<file path="src/rtl/inst_fetch_pkg.sv">
// Purpose: shared widths, reset polarity, fetch-state encodings and constants for the fetch stage.
// Latency: n/a (definitions only).
// Backpressure: n/a (definitions only).
package inst_fetch_pkg;

    localparam int          AddrLen   = 32;
    localparam int          InstLen   = 32;
    localparam logic        RstActive = 1'b0;
    localparam logic [31:0] NopInst   = 32'h0000_0013;

    // FETCHk encodes the byte index k in bits [1:0]; FULL holds a completed word.
    typedef enum logic [2:0] {
        FETCH0 = 3'd0,
        FETCH1 = 3'd1,
        FETCH2 = 3'd2,
        FETCH3 = 3'd3,
        FULL   = 3'd4
    } fetch_state_t;

endpackage

</file>
<file path="src/rtl/inst_fetch.sv">
// Purpose: instruction fetch; assembles 32-bit words from four little-endian byte reads into a one-entry output slot.
// Latency: 4 cycles per instruction with memory always ready; first valid after the 4th edge following reset release.
// Backpressure: one completed word is parked in the assembly buffer (FULL, no requests) while decode stalls.
//
// Ports:
//   clk, rst                 clock; asynchronous active-low reset
//   mem_req_o / mem_addr_o   byte read request and address (fetch_pc + byte index)
//   mem_ready_i / mem_data_i returned byte, valid when mem_ready_i is high
//   br_taken_i / br_target_i redirect from execute; highest priority, flushes in-flight work
//   pc_o / inst_o            presented pc and instruction
//   inst_valid_o / id_ready_i valid/ready handshake to decode
//   fetch_cnt_o              transfer counter, present only when IF_PERF_CNT_EN is defined
module inst_fetch
    import inst_fetch_pkg::*;
#(
    parameter int                ADDR_W   = AddrLen,
    parameter int                INST_W   = InstLen,
    parameter logic [ADDR_W-1:0] RESET_PC = '0
) (
    input  logic              clk,
    input  logic              rst,
    output logic              mem_req_o,
    output logic [ADDR_W-1:0] mem_addr_o,
    input  logic              mem_ready_i,
    input  logic [7:0]        mem_data_i,
    input  logic              br_taken_i,
    input  logic [ADDR_W-1:0] br_target_i,
    output logic [ADDR_W-1:0] pc_o,
    output logic [INST_W-1:0] inst_o,
    output logic              inst_valid_o,
    input  logic              id_ready_i
`ifdef IF_PERF_CNT_EN
    ,
    output logic [31:0]       fetch_cnt_o
`endif
);

    fetch_state_t      r_state;
    fetch_state_t      w_state_nxt;
    logic [ADDR_W-1:0] r_fetch_pc;
    logic [ADDR_W-1:0] w_fetch_pc_nxt;
    logic [INST_W-1:0] r_buf;
    logic [INST_W-1:0] w_buf_nxt;
    logic [ADDR_W-1:0] r_pc;
    logic [INST_W-1:0] r_inst;
    logic              r_valid;

    logic              w_xfer;
    logic              w_slot_free;
    logic              w_load;
    logic [INST_W-1:0] w_load_inst;
    logic [ADDR_W-1:0] w_br_pc;
    logic [1:0]        w_byte_idx;
    logic [ADDR_W-1:0] w_byte_addr;

    assign w_xfer      = r_valid & id_ready_i;
    // The slot can take a new word if it is empty or is being drained this very cycle.
    assign w_slot_free = ~r_valid | w_xfer;
    assign w_br_pc     = br_target_i & ~ADDR_W'(3);
    assign w_byte_idx  = r_state[1:0];
    assign w_byte_addr = r_fetch_pc + ADDR_W'(w_byte_idx);

    // Request is held off while reset is asserted so the port is quiet until the first post-reset cycle.
    assign mem_req_o  = (rst != RstActive) && (r_state != FULL);
    assign mem_addr_o = mem_req_o ? w_byte_addr : '0;

    assign pc_o         = r_pc;
    assign inst_o       = r_inst;
    assign inst_valid_o = r_valid;

    always_comb begin
        w_state_nxt    = r_state;
        w_fetch_pc_nxt = r_fetch_pc;
        w_buf_nxt      = r_buf;
        w_load         = 1'b0;
        w_load_inst    = r_buf;
        case (r_state)
            FETCH0: begin
                if (mem_ready_i) begin
                    w_buf_nxt[7:0] = mem_data_i;
                    w_state_nxt    = FETCH1;
                end
            end
            FETCH1: begin
                if (mem_ready_i) begin
                    w_buf_nxt[15:8] = mem_data_i;
                    w_state_nxt     = FETCH2;
                end
            end
            FETCH2: begin
                if (mem_ready_i) begin
                    w_buf_nxt[23:16] = mem_data_i;
                    w_state_nxt      = FETCH3;
                end
            end
            FETCH3: begin
                if (mem_ready_i) begin
                    w_load_inst = {mem_data_i, r_buf[23:0]};
                    if (w_slot_free) begin
                        w_load         = 1'b1;
                        w_fetch_pc_nxt = r_fetch_pc + ADDR_W'(4);
                        w_state_nxt    = FETCH0;
                    end else begin
                        w_buf_nxt   = w_load_inst;
                        w_state_nxt = FULL;
                    end
                end
            end
            FULL: begin
                if (w_xfer) begin
                    w_load         = 1'b1;
                    w_load_inst    = r_buf;
                    w_fetch_pc_nxt = r_fetch_pc + ADDR_W'(4);
                    w_state_nxt    = FETCH0;
                end
            end
            default: begin
                w_state_nxt = FETCH0;
            end
        endcase
        // Redirect wins: drops any byte returned now and any parked word.
        if (br_taken_i) begin
            w_state_nxt    = FETCH0;
            w_fetch_pc_nxt = w_br_pc;
            w_load         = 1'b0;
        end
    end

    always_ff @(posedge clk or negedge rst) begin
        if (!rst) begin
            r_state    <= FETCH0;
            r_fetch_pc <= RESET_PC;
            r_buf      <= '0;
            r_pc       <= '0;
            r_inst     <= '0;
            r_valid    <= 1'b0;
        end else begin
            r_state    <= w_state_nxt;
            r_fetch_pc <= w_fetch_pc_nxt;
            r_buf      <= w_buf_nxt;
            if (w_load) begin
                r_pc   <= r_fetch_pc;
                r_inst <= w_load_inst;
            end
            r_valid <= ~br_taken_i & (w_load | (r_valid & ~w_xfer));
        end
    end

`ifdef IF_PERF_CNT_EN
    logic [31:0] r_fetch_cnt;

    // Counts every accepted transfer, including one that coincides with a redirect.
    always_ff @(posedge clk or negedge rst) begin
        if (!rst) begin
            r_fetch_cnt <= '0;
        end else if (w_xfer) begin
            r_fetch_cnt <= r_fetch_cnt + 32'd1;
        end
    end

    assign fetch_cnt_o = r_fetch_cnt;
`endif

endmodule
</file>
<file path="config.mk">
export PLATFORM = sky130hd
export DESIGN_NAME = inst_fetch
export DESIGN_NICKNAME = d
export VERILOG_FILES = /design/src/rtl/inst_fetch_pkg.sv /design/src/rtl/inst_fetch.sv
export SDC_FILE = /design/constraint.sdc
export NUM_CORES = 1
export LEC_CHECK = 0
export BUFFER_PORTS_ARGS = -buffer_cell sky130_fd_sc_hd__buf_4
export CORE_UTILIZATION = 32
export CTS_BUF_LIST = sky130_fd_sc_hd__clkbuf_8
export DETAILED_ROUTE_END_ITERATION = 10
export PLACE_DENSITY = 0.57
export SLEW_MARGIN = 30
export SYNTH_ARGS = -nofsm -noshare
export SYNTH_HDL_FRONTEND = slang
export SYNTH_SLANG_ARGS = --single-unit
</file>
<file path="constraint.sdc">
create_clock -name clk -period 2.3 [get_ports clk]
set_input_delay 0.345 -clock clk [delete_from_list [all_inputs] [get_ports clk]]
set_output_delay 0.345 -clock clk [all_outputs]
set_load 0.02 [all_outputs]
</file>
Yosys cells after proc, flatten, opt, wreduce, memory -nomap -nowiden
Cells that the tools add are included.

Add/sub/neg operators: 2. Multipliers: 0. Divide/modulo/power cells: 0. Magnitude comparators: 0. Eq/ne operators: 11. Shift operators: 0. Muxes and demuxes: 26. Bitwise logic cells: 10. Reductions and logical operators: 9.

Operator list (number): 32-bit 2-to-1 mux (7); 32-bit one-hot mux with 2 select lines (1); 8-bit one-hot mux with 2 select lines (3); 32-bit by 2-bit adder with 32-bit output (1); 32-bit by 3-bit adder with 32-bit output (second input constant) (1); 24-bit 2-to-1 mux (1); 3-bit 2-to-1 mux (7); 3-bit inequality test (second input constant) (7); 3-bit one-hot mux with 5 select lines (1); 3-bit AND reduction (4); 8-bit 2-to-1 mux (1); 3-bit by 2-bit == test with 1-bit output (second input constant) (2); 1-bit inverter (5); 5-bit AND reduction (1); 1-bit 2-to-1 mux (4); 4-bit AND reduction (1); 1-bit bitwise AND (3); 3-bit by 1-bit == test with 1-bit output (second input constant) (1); 3-bit == test (second input constant) (1); 3-bit logical NOT (1); 3-bit nonzero test (1); 1-bit bitwise OR (2); 1-bit one-hot mux with 2 select lines (1); 1-bit logical AND (1).

Bits in registers: 132. Bits in latches: 0. RAM bits: 0. Bits in read-only memories: 0. Input bits: 45. Word-level logic and storage cells: 67. Memories kept: 0.

Logic depth before layout (Yosys ltp)
Gate-level depths: netlist of the first run.

Depth in word-level cells: 8. Mapped depth: 9. Gate-level depth less buffers: 6.

Least setup slack after synthesis of the first run
OpenSTA, ideal clock, no wires.

Kind: register -> register. From: reg r_state[0]. To: reg r_pc[13], in the netlist pc_o[13]. Arrival: 1.993 ns. Required time: 2.172 ns. Path slack: 0.179 ns. Stages on the path, launching flop included: 9. Period minus slack after synthesis: 2.121 ns. Cells stage by stage: dfrtp_1 > buf_2 > or3b_1 > buf_2 > o22a_1 > buf_6 > nor2_2 > buf_2 > mux2_1.

Longest elaborated chain between the ends: 3. Elaborated cells between the ends (all ways): 4.

Ends and longest elaborated chain: start: declaration (RTL line inst_fetch.sv:38) `fetch_state_t r_state;`; start signal: assignment (RTL line inst_fetch.sv:138) `r_state <= w_state_nxt;`; 3-bit == test / 3-bit by 2-bit == test with 1-bit output (equally long branches) (RTL line inst_fetch.sv:77) `case (r_state)`; 1-bit one-hot mux with 2 select lines * (RTL line inst_fetch.sv:77); 1-bit 2-to-1 mux * (RTL line inst_fetch.sv:122) `if (br_taken_i) begin`; end signal: assignment (RTL line inst_fetch.sv:142) `r_pc <= r_fetch_pc;`; end: declaration (RTL line inst_fetch.sv:44) `logic [ADDR_W-1:0] r_pc;`.

Mark *: on every way between the ends. The rest lies on a longest branch, timed or not. A chain may end at the register's enable or synchronous reset.

Worst setup path after layout of the first run
From: reg r_state[2]. To: out mem_addr_o[31].

Longest elaborated chain between the ends: 3.

Ends and longest elaborated chain: 3-bit inequality test (RTL line inst_fetch.sv:64) `assign mem_req_o = (rst != RstActive) && (r_state != FULL);`; 1-bit logical AND (RTL line inst_fetch.sv:64); 32-bit 2-to-1 mux (RTL line inst_fetch.sv:65) `assign mem_addr_o = mem_req_o ? w_byte_addr : '0;`; end: declaration (RTL line inst_fetch.sv:23) `output logic [ADDR_W-1:0] mem_addr_o,`.

Every way passes these cells.

==> results of run 1 <==
[where the power goes]
| part | total, mW | internal, mW | switching [mW] |
|---|---|---|---|
| Clock | 2.05 | 1.09 | 0.960 |
| Sequential | 2.93 | 2.66 | 0.268 |
| Combinational | 1.43 | 0.697 | 0.732 |
| Total | 6.40 | 4.44 | 1.96 |
[cells in the mapped netlist]
master and count:
nand3_1 8, a21oi_1 9, and3b_1 1, nor2b_1 1, o22ai_1 1, buf_1 2, nor4_2 5, dfrtp_1 128
conb_1 1, mux2_1 54, ha_1 1, nand2_1 40, nor3_1 15, inv_1 3, nor4_1 2, nor3_2 1
buf_4 2, xor2_1 7, xnor2_1 24, o22a_1 1, nor2_1 14, and2_1 4, mux2i_1 11, and4_1 7
o21ai_0 5, nor4bb_1 1, and3_1 34, nand4b_1 1, or3b_1 1, mux2_2 36, clkbuf_1 18, nor4b_2 1
nand4_1 8, o21ai_1 20, buf_2 10, buf_6 2, nor2_2 1
[layout by cell type (no fill, tap or decap), types with 6 or more instances in the layout]
| master | instances |
|---|---|
| a21oi_1 | 9 |
| and3_1 | 34 |
| and4_1 | 7 |
| buf_4 | 157 |
| clkbuf_8 | 17 |
| dfrtp_1 | 127 |
| inv_6 | 6 |
| mux2_1 | 54 |
| mux2_2 | 36 |
| mux2i_1 | 11 |
| nand2_1 | 40 |
| nand3_1 | 8 |
| nand4_1 | 8 |
| nor2_1 | 14 |
| nor3_1 | 15 |
| o21ai_1 | 20 |
| xnor2_1 | 24 |
| xor2_1 | 7 |
[metrics by stage]
step	power, mW	worst slack, ns	area, sq um
floorplan	3.69	0.179	5790
global placement	4.37	0.211	7140
detailed placement	4.42	0.172	7140
CTS	6.51	0.0409	7570
global route	6.78	0.0327	7570
finish	6.40	0.117	7570
[state kept, by name, summed over array words and instances, names as in the netlist]
signal / count
pc_o: 30
inst_valid_o: 1
inst_o: 32
r_fetch_pc: 30
r_buf: 32
r_state: 3
[logic make-up after synthesis]
group,after synthesis,share of synthesized area
simple gates,145,0.141
mux,101,0.194
fa+ha+maj,1,0.00216
compound gates,36,0.0320
other cells,1,0.000648
buf+inv,37,0.0300
xor+xnor,31,0.0469
flops,128,0.553
[critical path: cells and delay by family (launching register included)]
kind	cells	cell delay, ns
and+or+nand+nor	2	0.61
DFF	1	0.43
buffers and inverters	2	0.35
[what timing repair did]
action | CTS | global route
setup endpoints to repair | 13 | 23
hold buffers | 1 | 0
gates resized for setup | 1 | 1
endpoints found under the hold margin | 32 | 0
[routing by layer]
layer | vias to the layer above | track usage | routed length (um)
met5 | - | 0 | 0
met4 | 0 | 0.0574 | 154
met3 | 16 | 0.0500 | 905
met2 | 107 | 0.263 | 6850
met1 | 2082 | 0.204 | 6320
li1 | 1981 | - | -
[worst min path at each step]
stage                               start                         end  slack, ns  depth (start not counted)
after floorplan                       rst       inst_o[0]$_DFFE_PN0P_       0.05                          0
after global placement                rst        pc_o[27]$_DFFE_PN0P_       0.31                          1
after detailed placement              rst        pc_o[27]$_DFFE_PN0P_       0.32                          1
after CTS                 br_target_i[14]  r_fetch_pc[14]$_DFFE_PN0P_       0.09                          3
after global routing      br_target_i[15]  r_fetch_pc[15]$_DFFE_PN0P_        0.1                          3
final                     br_target_i[14]  r_fetch_pc[14]$_DFFE_PN0P_       0.12                          3
[area by class of cell]
| type | count | area (sq um) |
|---|---|---|
| repair buffers | 161 | 1230 |
| flip-flops and latches | 128 | 3200 |
| fillers | 1673 | 9900 |
| well taps | 225 | 282 |
| clock inverters | 15 | 183 |
| inverters | 3 | 11.3 |
| multi-input cells | 316 | 2430 |
| clock buffers | 17 | 234 |
==> flow_metrics.py, run 1 <==
metrics = {
    "floorplan": {
        "io_pins": 143,
        "die_width_um": 137,
        "num_rows": 48,
        "fp.dieArea_sq_mm": 0.0186,
        "core_sq_mm": 0.0175,
        "start_util": 0.331,
        "chipHeight_um": 137,
    },
    "clock_network": {
        "cts_sinks": 128,
        "clkLatencyLatePin_ns": 0.44,
        "htreeDepth": 4,
        "clk_pin_slew_ns": 0.08,
        "cts_tree": "done",
        "cts.path.max_buffers": 2,
        "cts_root_buf": "clkbuf_8",
        "cts_buffers": 17,
        "post_cts_buffers": 0,
    },
    "yosys": {
        "yosys_warnings": 0,
        "syn_inst": 480,
        "syn_area_sq_mm": 0.00579,
        "synthDistinctLibCells": 37,
        "synth_top_area_frac": 0.553,
        "synth.avg_cell_area_sq_um": 12.1,
        "synth_area_leaders": "dfrtp_1, mux2_1, mux2_2",
        "ys_ff_latch": 128,
        "seq_area_frac_synth": 0.553,
        "synth_area_leader_cell": "dfrtp_1",
    },
    "timing": {
        "drv_slew": 0,
        "worstMarginPinSlew_ns": 0.857,
        "fin_worst_skew_ns": 0.00871,
        "hold_viol": 0,
        "fin_tns_setup_ns": 0,
        "setup_viol": 0,
        "holdWs_ns": 0.123,
        "slew_headroom": 0.429,
        "layout_min_cycle_time_ns": 2.18,
        "timing.final.crit_share": 0.949,
        "fmax_mhz": 458,
        "rsz0062_at_grt": "false",
    },
    "cells_and_area": {
        "final_cells": 865,
        "finish.utilization": 0.433,
        "nets": 673,
        "drive_gt1_frac": 0.370,
        "area_delta_synth_final_pct": 30.8,
        "antenna_cells": 0,
    },
    "setup_path": {
        "rr_startpoint": "r_state[2]$_DFFE_PN0P_",
        "reg2reg_to": "pc_o[30]$_DFFE_PN0P_",
        "worstPathCellList": "or3b_1 -> buf_6 -> and3_1 -> buf_4",
        "crit_slowest_cell": "dfrtp_2",
        "crit_path_start_kind": "register",
        "crit_arrival_ns": 1.84,
        "crit_end": "mem_addr_o[31]",
        "critPathMaxFanout": 34,
        "reg2reg_slack_ns": 0.21,
        "slowest_delay_ns": 0.43,
        "crit_type": "register to output pin",
        "cp.required_ns": 1.96,
        "worstSetupStartpoint": "r_state[2]$_DFFE_PN0P_",
        "end_kind": "output pin",
        "reg2reg_depth": 5,
    },
    "global_routing": {
        "grt_max_degree": 69,
        "globalRoute.totalOverflow": 0,
        "grt_pass1_wl_um": 22900,
        "antenna_found_initial": 0,
        "grtUsageTotal": 0.162,
        "grt_pass1_vias": 4365,
    },
    "drt": {
        "via_per_inst": 4.84,
        "first_pass_iters": 4,
        "num_vias": 4186,
        "wl_um": 14200,
        "drt-initial-drc-count": 196,
        "drc": 0,
        "wl_per_cell_um": 16.5,
        "antenna_left": 0,
    },
    "pwr": {
        "leakage_nw": 3.73,
        "power-per-cell-area_mw_per_mm2": 846,
        "ir_drop_v": 0.000520,
    },
    "min_path": {
        "worst_hold_path_type": "input port to register",
    },
    "flow_run": {
        "cap_violations": 0,
    },
    "place": {
        "portBuffers": 138,
        "gp_congestion": 0.789,
        "dpl.cell_count": 832,
        "dp_hpwl_um": 9880,
    },
    "outcome": {
        "outcome": "finished, final reports clean",
    },
}
No activity file was read; power rests on OpenSTA's default activity.
==> inputs of run 2 (changes only) <==
--- a/config.mk
+++ b/config.mk
@@ -7,7 +7,6 @@
 export LEC_CHECK = 0
 export BUFFER_PORTS_ARGS = -buffer_cell sky130_fd_sc_hd__buf_4
 export CORE_UTILIZATION = 32
-export CTS_BUF_LIST = sky130_fd_sc_hd__clkbuf_8
 export DETAILED_ROUTE_END_ITERATION = 10
 export PLACE_DENSITY = 0.57
 export SLEW_MARGIN = 30
==> flow_metrics.py, run 2 (synthesis gave the netlist of run 1 again) <==
metrics = {
    "pwr": {
        "ir_drop_v": 0.000536,
        "switchingPower_mw": 2.05,
        "p_sw_frac": 0.287,
        "pwr-share-clk": 0.389,
        "p_int_mw": 5.09,
        "comb_power_share": 0.200,
        "p_seq_frac": 0.411,
        "leakage_nw": 3.81,
        "power-per-cell-area_mw_per_mm2": 919,
    },
    "cells_and_area": {
        "mostFrequentLayoutCells": "buf_4, dfrtp_1, mux2_1, nand2_1, mux2_2",
        "antenna_cells": 0,
        "final_cell_area_sq_mm": 0.00776,
        "final_common_cell": "buf_4",
        "area_delta_synth_final_pct": 34.0,
        "nets": 673,
        "drive_gt1_frac": 0.370,
        "final_cells": 865,
    },
    "floorplan": {
        "chipHeight_um": 137,
        "fp.dieArea_sq_mm": 0.0186,
        "core_sq_mm": 0.0175,
        "start_util": 0.331,
        "die_width_um": 137,
        "num_rows": 48,
        "io_pins": 143,
    },
    "min_path": {
        "worst_hold_startpoint": "br_target_i[25]",
        "worst_hold_path_type": "input port to register",
    },
    "setup_path": {
        "crit_arrival_ns": 1.84,
        "rr_startpoint": "r_state[2]$_DFFE_PN0P_",
        "cp.required_ns": 1.96,
        "crit_path_start_kind": "register",
        "critPathMaxFanout": 34,
        "worstSetupStartpoint": "r_state[2]$_DFFE_PN0P_",
        "end_kind": "output pin",
        "crit_type": "register to output pin",
    },
    "clock_network": {
        "cts_buffers": 17,
        "htreeDepth": 4,
        "post_cts_buffers": 0,
        "cts_sinks": 128,
        "clkLatencyLatePin_ns": 0.41,
        "cts_tree": "done",
        "clk_pin_slew_ns": 0.06,
        "cts.path.max_buffers": 2,
        "cts_root_buf": "clkbuf_16",
    },
    "global_routing": {
        "grt_pass1_vias": 4381,
        "grtUsageTotal": 0.161,
        "antenna_found_initial": 0,
        "grt_pass1_wl_um": 22800,
        "grt_max_degree": 69,
        "globalRoute.totalOverflow": 0,
    },
    "timing": {
        "holdWs_ns": 0.151,
        "hold_viol": 0,
        "fmax_mhz": 458,
        "fin_tns_setup_ns": 0,
        "rsz0062_at_grt": "false",
        "worstMarginPinSlew_ns": 0.833,
        "slew_headroom": 0.444,
        "fin_worst_skew_ns": 0.00886,
        "setup_viol": 0,
        "timing.final.crit_share": 0.949,
        "drv_slew": 0,
        "setup_slack_ns": 0.116,
        "layout_min_cycle_time_ns": 2.18,
    },
    "drt": {
        "antenna_left": 0,
        "wl_um": 14200,
        "drt-initial-drc-count": 125,
        "first_pass_iters": 5,
        "wl_per_cell_um": 16.4,
        "via_per_inst": 4.88,
        "num_vias": 4221,
        "drc": 0,
    },
    "place": {
        "placed_area_sq_mm": 0.00714,
        "dp_hpwl_um": 9880,
        "dpl.cell_count": 832,
        "portBuffers": 138,
        "post-place-ws_ns": 0.172,
        "gp_congestion": 0.789,
    },
    "flow_run": {
        "cap_violations": 0,
    },
    "outcome": {
        "outcome": "finished, final reports clean",
    },
}
## run 2: changes by cell type in the layout (fill, tap and decap cells not counted), sizes merged
cell | before | now
inv | 10 | 9
clkbuf | 17 | 18
## run 2: final cells by class
cell class                 count  area [sq um]
clock inverter                14           179
fill                        1643          9720
sequential                   128          3200
tap                          225           282
timing repair buffer         161          1230
inverter                       3          11.3
clock buffer                  18           429
multi-input combinational    316          2430
## run 2: what timing repair did
action,4_1_cts,5_1_grt
gates resized for setup,0,1
hold buffers,1,0
endpoints found under the setup margin,0,26
hold endpoints to repair,32,0
## run 2: power by group through the flow
stage / registers, mW / clock network [mW] / logic (mW)
floorplan: 3.17 / 0 / 0.519
global placement: 2.95 / 0 / 1.43
detailed placement: 2.97 / 0 / 1.45
CTS: 2.94 / 2.85 / 1.45
global route: 2.99 / 2.97 / 1.55
finish: 2.93 / 2.77 / 1.43
## run 2: path summary, 6_finish.rpt
kind / end / slack [ns] / depth (start not counted)
setup / recovery: mem_addr_o[31] / 0.12 / 4
hold / removal: r_fetch_pc[25]$_DFFE_PN0P_ / 0.15 / 3
setup reg to reg: pc_o[30]$_DFFE_PN0P_ / 0.24 / 5
hold reg to reg: pc_o[17]$_DFFE_PN0P_ / 0.48 / 1
max in group asynchronous: r_state[2]$_DFFE_PN0P_ / 0.61 / 3
min in group asynchronous: pc_o[27]$_DFFE_PN0P_ / 0.45 / 2
## run 2: metal layers
layer  vias up  global-route usage  share of wire
met5         -                   0              0
met4         0              0.0556          0.011
met3        15              0.0478          0.065
met2       118               0.265           0.48
met1      2099               0.202           0.44
li1       1989                   -              -
## run 2: stage by stage
step	util	power, mW
4_1_cts	0.444	7.24
2_1_floorplan	-	3.69
5_1_grt	0.444	7.51
3_5_place_dp	0.409	4.42
6_report	0.444	7.13
3_3_place_gp	0.409	4.37
## run 2: worst max-delay path, stage by stage (launching register included)
cell and delay [ns]:
dfrtp_2 0.42, or3b_1 0.38, buf_4 0.24, and3_1 0.23, buf_4 0.15
